==> src/rtl/sfx_mixer_player.sv <==
// ============================================================================
// sfx_mixer_player : multi-voice clip player, saturating mix of shared-ROM samples to DAC
// Option macro SFX_VOLUME_EN adds per-voice attenuation.  Rev 1.0
// ============================================================================
`default_nettype none

module sfx_mixer_player #(
  parameter int NUM_VOICES = 4,
  parameter int SAMPLE_W   = 24,
  parameter int ADDR_W     = 16
) (
  input  logic                         clk,
  input  logic                         reset,
  input  logic [NUM_VOICES-1:0]        trig,
  input  logic [NUM_VOICES*ADDR_W-1:0] voice_base,
  input  logic [NUM_VOICES*ADDR_W-1:0] voice_len,
`ifdef SFX_VOLUME_EN
  input  logic [NUM_VOICES*4-1:0]      voice_atten,
`endif
  output logic [NUM_VOICES-1:0]        voice_active,
  output logic [ADDR_W-1:0]            rom_addr,
  input  logic [SAMPLE_W-1:0]          rom_q,
  input  logic                         aud_write_ready,
  output logic                         aud_write,
  output logic [SAMPLE_W-1:0]          aud_write_d
);

  localparam int ACC_W = SAMPLE_W + $clog2(NUM_VOICES) + 1;
  localparam int V_W   = (NUM_VOICES > 1) ? $clog2(NUM_VOICES) : 1;

  localparam logic [1:0] S_WAIT    = 2'd0;
  localparam logic [1:0] S_ISSUE   = 2'd1;
  localparam logic [1:0] S_CAPTURE = 2'd2;
  localparam logic [1:0] S_OUT     = 2'd3;

  localparam logic [V_W-1:0] V_LAST = V_W'(NUM_VOICES - 1);

  localparam logic signed [ACC_W-1:0] SAT_MAX =
    {{(ACC_W-SAMPLE_W+1){1'b0}}, {(SAMPLE_W-1){1'b1}}};
  localparam logic signed [ACC_W-1:0] SAT_MIN =
    {{(ACC_W-SAMPLE_W+1){1'b1}}, {(SAMPLE_W-1){1'b0}}};

  logic [1:0]               state_q, state_d;
  logic [V_W-1:0]           v_q, v_d;
  logic signed [ACC_W-1:0]  acc_q, acc_d;
  logic [ADDR_W-1:0]        rom_addr_q, rom_addr_d;
  logic                     issued_q, issued_d;
  logic [SAMPLE_W-1:0]      sample_q, sample_d;
  logic                     aud_write_q, aud_write_nxt;

  logic                     active_q [NUM_VOICES];
  logic                     active_d [NUM_VOICES];
  logic [ADDR_W-1:0]        ptr_q    [NUM_VOICES];
  logic [ADDR_W-1:0]        ptr_d    [NUM_VOICES];
  logic [ADDR_W-1:0]        last_q   [NUM_VOICES];
  logic [ADDR_W-1:0]        last_d   [NUM_VOICES];

  logic signed [SAMPLE_W-1:0] samp;
  logic signed [ACC_W-1:0]    samp_ext;
  logic [SAMPLE_W-1:0]        sat_val;

`ifdef SFX_VOLUME_EN
  always_comb begin
    samp = $signed(rom_q) >>> voice_atten[v_q*4 +: 4];
  end
`else
  always_comb begin
    samp = $signed(rom_q);
  end
`endif

  always_comb begin
    samp_ext = {{(ACC_W-SAMPLE_W){samp[SAMPLE_W-1]}}, samp};
  end

  always_comb begin
    if (acc_q > SAT_MAX) begin
      sat_val = SAT_MAX[SAMPLE_W-1:0];
    end else if (acc_q < SAT_MIN) begin
      sat_val = SAT_MIN[SAMPLE_W-1:0];
    end else begin
      sat_val = acc_q[SAMPLE_W-1:0];
    end
  end

  always_comb begin
    state_d       = state_q;
    v_d           = v_q;
    acc_d         = acc_q;
    rom_addr_d    = rom_addr_q;
    issued_d      = issued_q;
    sample_d      = sample_q;
    aud_write_nxt = 1'b0;
    active_d      = active_q;
    ptr_d         = ptr_q;
    last_d        = last_q;

    case (state_q)
      S_WAIT: begin
        if (aud_write_ready) begin
          acc_d   = '0;
          v_d     = '0;
          state_d = S_ISSUE;
        end
      end
      S_ISSUE: begin
        issued_d = active_q[v_q];
        if (active_q[v_q]) begin
          rom_addr_d = ptr_q[v_q];
        end
        state_d = S_CAPTURE;
      end
      S_CAPTURE: begin
        // The last sample of a clip still joins this mix; the voice retires afterwards.
        if (issued_q) begin
          acc_d = acc_q + samp_ext;
          if (ptr_q[v_q] == last_q[v_q]) begin
            active_d[v_q] = 1'b0;
          end else begin
            ptr_d[v_q] = ptr_q[v_q] + ADDR_W'(1);
          end
        end
        if (v_q == V_LAST) begin
          state_d = S_OUT;
        end else begin
          v_d     = v_q + V_W'(1);
          state_d = S_ISSUE;
        end
      end
      S_OUT: begin
        sample_d = sat_val;
        if (aud_write_ready) begin
          aud_write_nxt = 1'b1;
          state_d       = S_WAIT;
        end
      end
      default: state_d = S_WAIT;
    endcase

    // Triggers are applied last so a restart overrides a same-cycle advance.
    for (int i = 0; i < NUM_VOICES; i++) begin
      if (trig[i] && (voice_len[i*ADDR_W +: ADDR_W] != '0)) begin
        ptr_d[i]    = voice_base[i*ADDR_W +: ADDR_W];
        last_d[i]   = voice_base[i*ADDR_W +: ADDR_W] + voice_len[i*ADDR_W +: ADDR_W]
                      - ADDR_W'(1);
        active_d[i] = 1'b1;
      end
    end
  end

  always_ff @(posedge clk) begin
    if (reset) begin
      state_q     <= S_WAIT;
      v_q         <= '0;
      acc_q       <= '0;
      rom_addr_q  <= '0;
      issued_q    <= 1'b0;
      sample_q    <= '0;
      aud_write_q <= 1'b0;
      for (int i = 0; i < NUM_VOICES; i++) begin
        active_q[i] <= 1'b0;
        ptr_q[i]    <= '0;
        last_q[i]   <= '0;
      end
    end else begin
      state_q     <= state_d;
      v_q         <= v_d;
      acc_q       <= acc_d;
      rom_addr_q  <= rom_addr_d;
      issued_q    <= issued_d;
      sample_q    <= sample_d;
      aud_write_q <= aud_write_nxt;
      active_q    <= active_d;
      ptr_q       <= ptr_d;
      last_q      <= last_d;
    end
  end

  generate
    for (genvar g = 0; g < NUM_VOICES; g++) begin : g_active
      assign voice_active[g] = active_q[g];
    end
  endgenerate

  assign rom_addr    = rom_addr_q;
  assign aud_write   = aud_write_q;
  assign aud_write_d = sample_q;

endmodule

`default_nettype wire

==> config.mk <==
export PLATFORM = sky130hd
export DESIGN_NAME = sfx_mixer_player
export DESIGN_NICKNAME = d
export VERILOG_FILES = /design/src/rtl/sfx_mixer_player.sv
export SDC_FILE = /design/constraint.sdc
export NUM_CORES = 1
export LEC_CHECK = 0
export CELL_PAD_IN_SITES_DETAIL_PLACEMENT = 1
export CELL_PAD_IN_SITES_GLOBAL_PLACEMENT = 2
export CORE_MARGIN = 1
export CORE_UTILIZATION = 30
export CTS_CLUSTER_SIZE = 12
export DETAILED_ROUTE_END_ITERATION = 6
export GPL_ROUTABILITY_DRIVEN = 1
export PLACE_DENSITY = 0.89
export SETUP_SLACK_MARGIN = 0.02
export SLEW_MARGIN = 20
export SYNTH_ARGS = -nofsm -noshare
export SYNTH_HDL_FRONTEND = slang
export SYNTH_SLANG_ARGS = --single-unit
==> constraint.sdc <==
create_clock -name clk -period 3.05 [get_ports clk]
set_input_delay 0.61 -clock clk [delete_from_list [all_inputs] [get_ports clk]]
set_output_delay 0.61 -clock clk [all_outputs]
set_load 0.005 [all_outputs]
==> results of run 1 <==
==> metrics by stage <==
stage	TNS [ps]	hold WS [ps]	utilization, %	cell area (um2)
floorplan	0	429	-	14500
global placement	-18120	440	39.4	18800
detailed placement	-25170	449	39.4	18800
CTS	0	456	41.8	19900
global route	-464	475	42.6	20300
finish	-45.2	451	42.6	20300
==> critical path: stages (launching register included) <==
cell	delay, ps
dfxtp_4	430
clkbuf_16	180
mux4_2	570
xnor2_2	170
nand4_1	140
nor4_4	80
buf_4	150
buf_6	130
nor3b_4	440
clkbuf_16	280
nor4b_1	60
a21oi_1	170
o21ai_0	120
==> metal layers <==
layer / vias up / global-route usage [%]
met5: - / 0
met4: 0 / 7.53
met3: 110 / 2.45
met2: 427 / 38.9
met1: 7273 / 27.4
li1: 7236 / -
==> layout make-up <==
cell class / count / share of cell area, %
repair buffers: 468 / 20.5
multi-input cells: 1304 / 46.6
inverters: 257 / 4.74
clock buffers: 34 / 3.49
well taps: 615 / 3.78
clock inverters: 11 / 0.615
flip-flops and latches: 205 / 20.2
==> power groups by stage <==
stage	Sequential, mW	Combinational (mW)	Clock, mW
after detailed placement	3.08	2.37	0
after floorplan	2.96	1.39	0
after global placement	3.07	2.27	0
after global routing	3.03	2.80	3.19
final	3.03	2.56	3.00
after CTS	3.02	2.46	3.06
==> state kept, by name, summed over array words and instances, names as in the netlist <==
register and flops:
ptr_q 64, last_q 64, state_q 2, acc_q 27
v_q 2, voice_active 4, issued_q 1, aud_write 1
aud_write_d 24, rom_addr 16
==> path summary, 6_finish.rpt <==
path / slack (ps) / depth (start not counted) / startpoint / to
max: -30 / 12 / v_q[0] / ptr_q[42]
min: 450 / 2 / aud_write_d[15] / aud_write_d[15]
max reg2reg: -30 / 12 / v_q[0] / ptr_q[42]
min reg2reg: 450 / 2 / aud_write_d[15] / aud_write_d[15]
==> kinds of logic (layout without fill, tap and decap cells) <==
kind of cell | count (synthesis) | after routing | share of synthesized area (%)
AO/OA/AOI/OAI | 462 | 462 | 19.1
XOR/XNOR | 94 | 94 | 5.67
adder cells (fa/ha/maj) | 152 | 152 | 13.4
buffers and inverters | 341 | 770 | 9.04
flip-flops | 205 | 205 | 28.3
multiplexers | 66 | 66 | 7.47
AND/OR/NAND/NOR | 530 | 530 | 17.1
==> placed cells by master (no fill, tap or decap), types with 10 or more instances in the layout <==
cell type,synthesis,layout
inv_1,257,254
a21oi_1,179,176
a31oi_1,21,16
a211oi_1,29,24
or3_1,13,13
a22oi_1,18,18
dfxtp_1,205,203
buf_4,2,252
nor4b_2,0,10
xor2_1,17,17
and2_1,12,12
nand2_1,226,226
nand4_1,10,10
o211ai_1,17,17
nand3_1,51,51
o31ai_1,10,10
nor3_1,33,32
o21ai_0,104,91
clkbuf_16,0,27
ha_1,147,141
nor4b_1,24,13
nor4_1,20,19
nor2_1,105,105
clkdlybuf4s50_1,0,190
a21o_1,29,29
mux2i_1,24,24
xnor2_1,77,68
mux4_2,33,33
==> repair_timing <==
item | CTS | global route
endpoints found under the hold margin | 0 | 0
pin swaps | 31 | 41
resized for setup | 41 | 55
buffers inserted | 15 | 13
gates cloned | 1 | 3
endpoints found under the setup margin | 66 | 62
==> impl_metrics.yaml, run 1 <==
finish:
  antenna_cells: 0
  seqCellArea_um2: 4110
  nets: 2572
  multiInputGateArea_um2: 9480
  nFillCells: 5731
  area_growth_pct: 40.1
  final_cells: 2894
  drive_gt1_share_pct: 18.4
clock_tree:
  path_clk_slew_ps: 60
  tritoncts: "done"
  root_buffer: "clkbuf_16"
  clock_sinks: 205
  clock_path_buffers: 3
  htree_num_levels: 1
  insertion_delay_ps: 530
  holdBufCountCts: 0
  cts_made_buffers: 25
global_route:
  grt_antenna_before_repair: 0
  grt_pass1_vias: 15800
  grt_start_max_net_pins: 66
  grt_pass1_wl_um: 86000
  gr-total-overflow: 0
  grt_use_total_pct: 21.9
floorplan:
  die_area_um2: 49300
  rows: 80
  die_w_um: 222
  start_util_pct: 30.4
  fp.dieH_um: 222
  core_um2: 47700
  boundaryPins: 204
power_and_ir_drop:
  p_clk_share_pct: 34.9
  p_int_mw: 5.92
  power_mw: 8.60
  power_frac_seq_pct: 35.2
  pwr-share-comb_pct: 29.8
  power.density_nw_per_um2: 423
  vdd_ir_drop_max_mv: 0.373
  leakage_nw: 8.95
  switching_share_pct: 31.1
  p_switching_mw: 2.68
routing:
  vias: 15000
  drt_iter0_markers: 925
  dr_wl_met2_um: 27300
  via_per_inst: 5.20
  finalWirelength_um: 56100
  remaining_drc_errors: 0
  dr_wl_met3_um: 2640
  ant_nets: 0
  wl_per_cell_um: 19.4
  drtPass1Iterations: 5
  routed.top_layer: "met4"
  m1WireLength_um: 24100
flow_run:
  maxCapViolations: 0
logic_synthesis:
  ys_ff_latch: 205
  yosysUniqueCellTypes: 61
  yosysTopAreaCell: "dfxtp_1"
  syn-num-nets: 2161
  synth_cells: 1850
  synth_top_area_share_pct: 28.3
  synth_area_leaders: "dfxtp_1, ha_1, inv_1, a21oi_1, nand2_1"
  yosys_warnings: 0
  seq_area_frac_synth_pct: 28.3
  yosys.cell_count.top_type: "inv_1"
  ys.flop_type: "dfxtp_1"
  syn_area_per_cell_um2: 7.85
  synth_common_cells: "inv_1, nand2_1, dfxtp_1, a21oi_1, ha_1"
  synth_edf_count: 0
  async_flop_share_pct: 0
  netlist_area_um2: 14500
placed_design:
  dp_slack_ps: -930
  io_buffers: 203
  place_inst: 2817
  routabilityCongestion: 0.898
  hpwlAfterDp_um: 44600
sta:
  worst_pin_slew_ps: 1070
  fin_ws_ps: -27.7
  drv_slew: 0
  setup_viol: 3
  hold_violations: 0
  fin_crit_sh_pct: 101
  grt_setup_unrepaired: "true"
  fin_crit_ps: 3080
  timing.fmax_mhz: 325
  finClkSkew_ps: 11.0
  relSlewSlack_pct: 28.4
worst_setup_path:
  critPathMaxFanout: 7
  critical_path_class: "reg -> reg"
  start_kind: "flip-flop"
  required_ps: 3450
  critPathArrivalTime_ps: 3470
  endpoint_kind: "flip-flop"
status:
  violations: "negative setup slack"
  status: "finished with violations"
hold_path:
  hold_path_class: "reg -> reg"
Power figures use the tool's default switching activity.
==> run 2: changes to the inputs <==
--- a/config.mk
+++ b/config.mk
@@ -13,6 +13,7 @@
 export DETAILED_ROUTE_END_ITERATION = 6
 export GPL_ROUTABILITY_DRIVEN = 1
 export PLACE_DENSITY = 0.89
+export RECOVER_POWER = 100
 export SETUP_SLACK_MARGIN = 0.02
 export SLEW_MARGIN = 20
 export SYNTH_ARGS = -nofsm -noshare
==> impl_metrics.yaml, run 2 (synthesis gave the netlist of run 1 again) <==
status:
  status: "finished with violations"
  violations: "negative setup slack"
floorplan:
  start_util_pct: 30.4
  die_area_um2: 49300
  core_um2: 47700
  rows: 80
  fp.dieH_um: 222
  die_w_um: 222
  boundaryPins: 204
placed_design:
  hpwlAfterDp_um: 44600
  io_buffers: 203
  dpl_cell_area_um2: 18800
  routabilityCongestion: 0.898
finish:
  fin_util_pct: 42.6
  mostFrequentLayoutCell: "inv_1"
  final_cell_mix: "inv_1, buf_4, nand2_1"
  seqCellArea_um2: 4110
  nets: 2572
  antenna_cells: 0
  multiInputGateArea_um2: 9480
  finalInstanceArea_um2: 20300
  top_regs: "last_q: 64 flops, ptr_q: 64 flops, acc_q: 27 flops"
  area_growth_pct: 40.0
  nFillCells: 5731
  drive_gt1_share_pct: 18.3
routing:
  wl_per_cell_um: 19.4
  routed.top_layer: "met4"
  drtPass1Iterations: 5
  dr_wl_met2_um: 27300
  ant_nets: 0
  via_per_inst: 5.21
  drt_iter0_markers: 924
  dr_wl_met3_um: 2500
  m1WireLength_um: 24200
  remaining_drc_errors: 0
  finalWirelength_um: 56100
  vias: 15100
clock_tree:
  cts_made_buffers: 25
  tritoncts: "done"
  path_clk_slew_ps: 60
  insertion_delay_ps: 530
  clock_sinks: 205
  htree_num_levels: 1
  clock_path_buffers: 3
  root_buffer: "clkbuf_16"
sta:
  finClkSkew_ps: 11.0
  fin_ws_ps: -35.8
  timing.fmax_mhz: 324
  worst_pin_slew_ps: 1240
  hold_violations: 0
  fin_crit_sh_pct: 101
  drv_slew: 0
  relSlewSlack_pct: 17.7
  grt_setup_unrepaired: "true"
  fin_crit_ps: 3090
  setup_viol: 3
worst_setup_path:
  required_ps: 3450
  rrSetupSlack_ps: -40
  timing.rr.end: "ptr_q[42]"
  endpoint_kind: "flip-flop"
  critical_path_class: "reg -> reg"
  endpoint: "ptr_q[42]"
  worst_r2r_path_depth: 12
  critical_path.startpoint: "v_q[0]"
  start_kind: "flip-flop"
  critPathMaxFanout: 7
  rr_startpoint: "v_q[0]"
  critPathArrivalTime_ps: 3480
power_and_ir_drop:
  leakage_nw: 8.95
  pwr-share-comb_pct: 29.8
  p_switching_mw: 2.68
  p_clk_share_pct: 35.0
  power.density_nw_per_um2: 423
  power_mw: 8.60
  switching_share_pct: 31.2
  vdd_ir_drop_max_mv: 0.374
  p_int_mw: 5.92
  power_frac_seq_pct: 35.3
global_route:
  grt_use_total_pct: 21.9
  gr-total-overflow: 0
  grt_antenna_before_repair: 0
  grt_pass1_vias: 15800
  grt_pass1_wl_um: 86000
  grt_start_max_net_pins: 66
flow_run:
  maxCapViolations: 0
hold_path:
  hold_path_class: "reg -> reg"
## run 2: cell count changes in the layout (fill, tap and decap cells not counted), sizes merged
cell,delta
clkbuf,+2
buf,-2
## run 2: cell type report
class	count	area share [%]
repair buffers	468	20.5
multi-input cells	1304	46.6
well taps	615	3.79
clock inverters	11	0.615
flip-flops and latches	205	20.2
inverters	257	4.75
clock buffers	34	3.49
## run 2: critical path, cell delays in order (launching register included)
cell,delay (ps)
dfxtp_4,430
clkbuf_16,180
mux4_2,570
xnor2_2,170
nand4_1,140
nor4_4,80
buf_4,150
buf_6,130
nor3b_4,450
clkbuf_16,270
nor4b_1,60
a21oi_1,170
o21ai_0,120
## run 2: power by group through the flow
stage / logic, mW / clock network, mW / registers, mW
after floorplan: 1.39 / 0 / 2.96
after global placement: 2.27 / 0 / 3.07
after detailed placement: 2.37 / 0 / 3.08
after CTS: 2.46 / 3.06 / 3.02
after global routing: 2.80 / 3.19 / 3.03
final: 2.56 / 3.00 / 3.03
## run 2: worst min-delay path by stage
| stage | startpoint | end | slack [ps] | cells after the start |
|---|---|---|---|---|
| after floorplan | last_q[36] | last_q[36] | 430 | 2 |
| after global placement | aud_write_d[5] | aud_write_d[5] | 440 | 2 |
| after detailed placement | aud_write_d[15] | aud_write_d[15] | 450 | 2 |
| after CTS | aud_write_d[15] | aud_write_d[15] | 460 | 2 |
| after global routing | last_q[21] | last_q[21] | 470 | 2 |
| final | aud_write_d[15] | aud_write_d[15] | 450 | 2 |
## run 2: through the flow
stage / hold WS (ps) / setup TNS [ps] / std cells / setup slack (ps)
2_1_floorplan: 429 / 0 / 1850 / 35.3
3_3_place_gp: 440 / -18120 / 2817 / -619
3_5_place_dp: 449 / -25170 / 2817 / -930
4_1_cts: 456 / 0 / 2878 / 19.3
5_1_grt: 475 / -464 / 2894 / -99.3
6_report: 451 / -69.7 / 2894 / -35.8
## run 2: layer usage
metal	vias to the layer above	track usage, %
met5	-	0
met1	7287	27.4
met2	428	38.9
met4	0	7.53
met3	113	2.45
li1	7237	-
## run 2: repair_timing
action                     4_1_cts  5_1_grt
hold buffers                     0        0
setup buffers                   15       13
gates resized for setup         41       55
cloned                           1        3
setup endpoints to repair       66       62
pin swaps                       31       41
==> run 3: changes to the inputs <==
--- a/config.mk
+++ b/config.mk
@@ -12,7 +12,7 @@
 export CTS_CLUSTER_SIZE = 12
 export DETAILED_ROUTE_END_ITERATION = 6
 export GPL_ROUTABILITY_DRIVEN = 1
-export PLACE_DENSITY = 0.89
+export PLACE_DENSITY = 0.79
 export RECOVER_POWER = 100
 export SETUP_SLACK_MARGIN = 0.02
 export SLEW_MARGIN = 20
==> impl_metrics.yaml, run 3 (synthesis gave the netlist of run 1 again) <==
clock_tree:
  clock_sinks: 205
  htree_num_levels: 1
  cts_made_buffers: 27
  clock_path_buffers: 3
  insertion_delay_ps: 550
  path_clk_slew_ps: 60
  root_buffer: "clkbuf_16"
  tritoncts: "done"
  holdBufCountCts: 0
power_and_ir_drop:
  power_mw: 9.00
  power.density_nw_per_um2: 431
  vdd_ir_drop_max_mv: 0.278
  leakage_nw: 9.24
routing:
  drtPass1Iterations: 5
  wl_per_cell_um: 19.1
  vias: 15000
  ant_nets: 0
  remaining_drc_errors: 0
  finalWirelength_um: 55900
  drt_iter0_markers: 796
  via_per_inst: 5.11
worst_setup_path:
  cp.buffers_inverters: 13
  critPathArrivalTime_ps: 3530
  critPathMaxFanout: 2
  cp_common_cell: "buf_4"
  max_stage_delay_ps: 450
  endpoint_kind: "flip-flop"
  rr_startpoint: "v_q[0]"
  cpMaxStageDelayCell: "clkdlybuf4s50_1"
  critical_path_class: "in -> reg"
  crit_family: "buffers and inverters"
  start_kind: "input port"
  critical_path.startpoint: "voice_base[18]"
  required_ps: 3530
  path_cells: "clkdlybuf4s50_1, inv_1, ha_1, inv_2, fa_2, a211oi_4, buf_4, buf_4, buf_4, buf_4, buf_4, buf_4, buf_4, buf_4, buf_4, buf_4, nor2_4, nor3_2, a21oi_1, nor2_1"
floorplan:
  core_um2: 47700
  start_util_pct: 30.4
  boundaryPins: 204
  fp.dieH_um: 222
  die_area_um2: 49300
  rows: 80
  die_w_um: 222
finish:
  mostFrequentLayoutCell: "buf_4"
  area_growth_pct: 44.0
  nets: 2608
  top_regs: "last_q: 64 flops, ptr_q: 64 flops, acc_q: 27 flops"
  final_cells: 2932
  drive_gt1_share_pct: 20.1
  antenna_cells: 0
  final_cell_mix: "buf_4, inv_1, nand2_1"
global_route:
  grt_antenna_before_repair: 0
  grt_use_total_pct: 21.9
  gr-total-overflow: 0
  grt_pass1_vias: 15500
  grt_pass1_wl_um: 85500
  grt_start_max_net_pins: 51
sta:
  grt_setup_unrepaired: "true"
  setup_viol: 0
  relSlewSlack_pct: 16.0
  worst_pin_slew_ps: 1260
  fin_crit_ps: 3050
  finClkSkew_ps: 13.5
  fin_crit_sh_pct: 99.9
  hold_violations: 0
  drv_slew: 0
  setup_tns_ps: 0
  timing.fmax_mhz: 328
status:
  status: "finished clean"
hold_path:
  hp-start: "aud_write_d[7]"
  hold_path_class: "reg -> reg"
flow_run:
  maxCapViolations: 0
placed_design:
  io_buffers: 203
  place_inst: 2847
  hpwlAfterDp_um: 44100
  routabilityCongestion: 0.905
run 3: cell count changes in the layout (fill, tap and decap cells not counted), sizes merged, moves of 2 or more:
cell / before / now
bufinv: 2 / 4
buf: 262 / 290
dlymetal6s2s: 7 / 9
dlygate4sd2: 5 / 2
clkbuf: 38 / 48
run 3: worst reg2reg max path: stages (launching register included):
cell	delay, ps
dfxtp_4	430
clkbuf_16	190
mux4_2	550
xnor2_1	170
nand4_1	210
nor4_4	70
buf_6	130
buf_12	130
nor3_4	330
buf_12	190
mux2_2	340
nand2_2	70
a21oi_1	80
run 3: repair_timing:
action	in CTS	in global routing
setup buffers	18	14
endpoints found under the setup margin	55	72
cloned	0	4
pin swaps	18	49
gates resized for setup	25	98
run 3: area by class of cell:
type | count | area [um2]
Sequential cell | 205 | 4110
Tap cell | 615 | 769
Fill cell | 5654 | 26800
Clock inverter | 11 | 169
Timing Repair Buffer | 502 | 4500
Inverter | 257 | 965
Multi-Input combinational cell | 1304 | 9620
Clock buffer | 38 | 777
run 3: report_power, final:
| part | internal [mW] | total [mW] | switching (mW) |
|---|---|---|---|
| clock network | 2.11 | 3.36 | 1.26 |
| registers | 2.85 | 3.04 | 0.189 |
| logic | 1.31 | 2.60 | 1.28 |
run 3: path summary, 6_finish.rpt:
check	to	slack (ps)	cells after the start
max reg2reg	ptr_q[20]	20	12
min reg2reg	aud_write_d[7]	450	2
min	aud_write_d[7]	450	2
max	last_q[37]	2	20
run 3: layer usage:
metal,vias up,global-route usage (%),part of all wire [%]
li1,7306,-,-
met1,7269,29.3,46
met2,333,37.1,47
met3,88,2.78,4.3
met4,0,5.69,2.8
met5,-,0,0
run 3: metrics by stage:
step | hold slack [ps] | area (um2) | setup slack (ps) | utilization [%]
after floorplan | 429 | 14500 | 35.3 | -
after global placement | 439 | 19100 | -641 | 39.9
after detailed placement | 448 | 19100 | -717 | 39.9
after CTS | 444 | 20200 | 21.8 | 42.4
after global routing | 455 | 20900 | -104 | 43.8
final | 452 | 20900 | 2.30 | 43.8
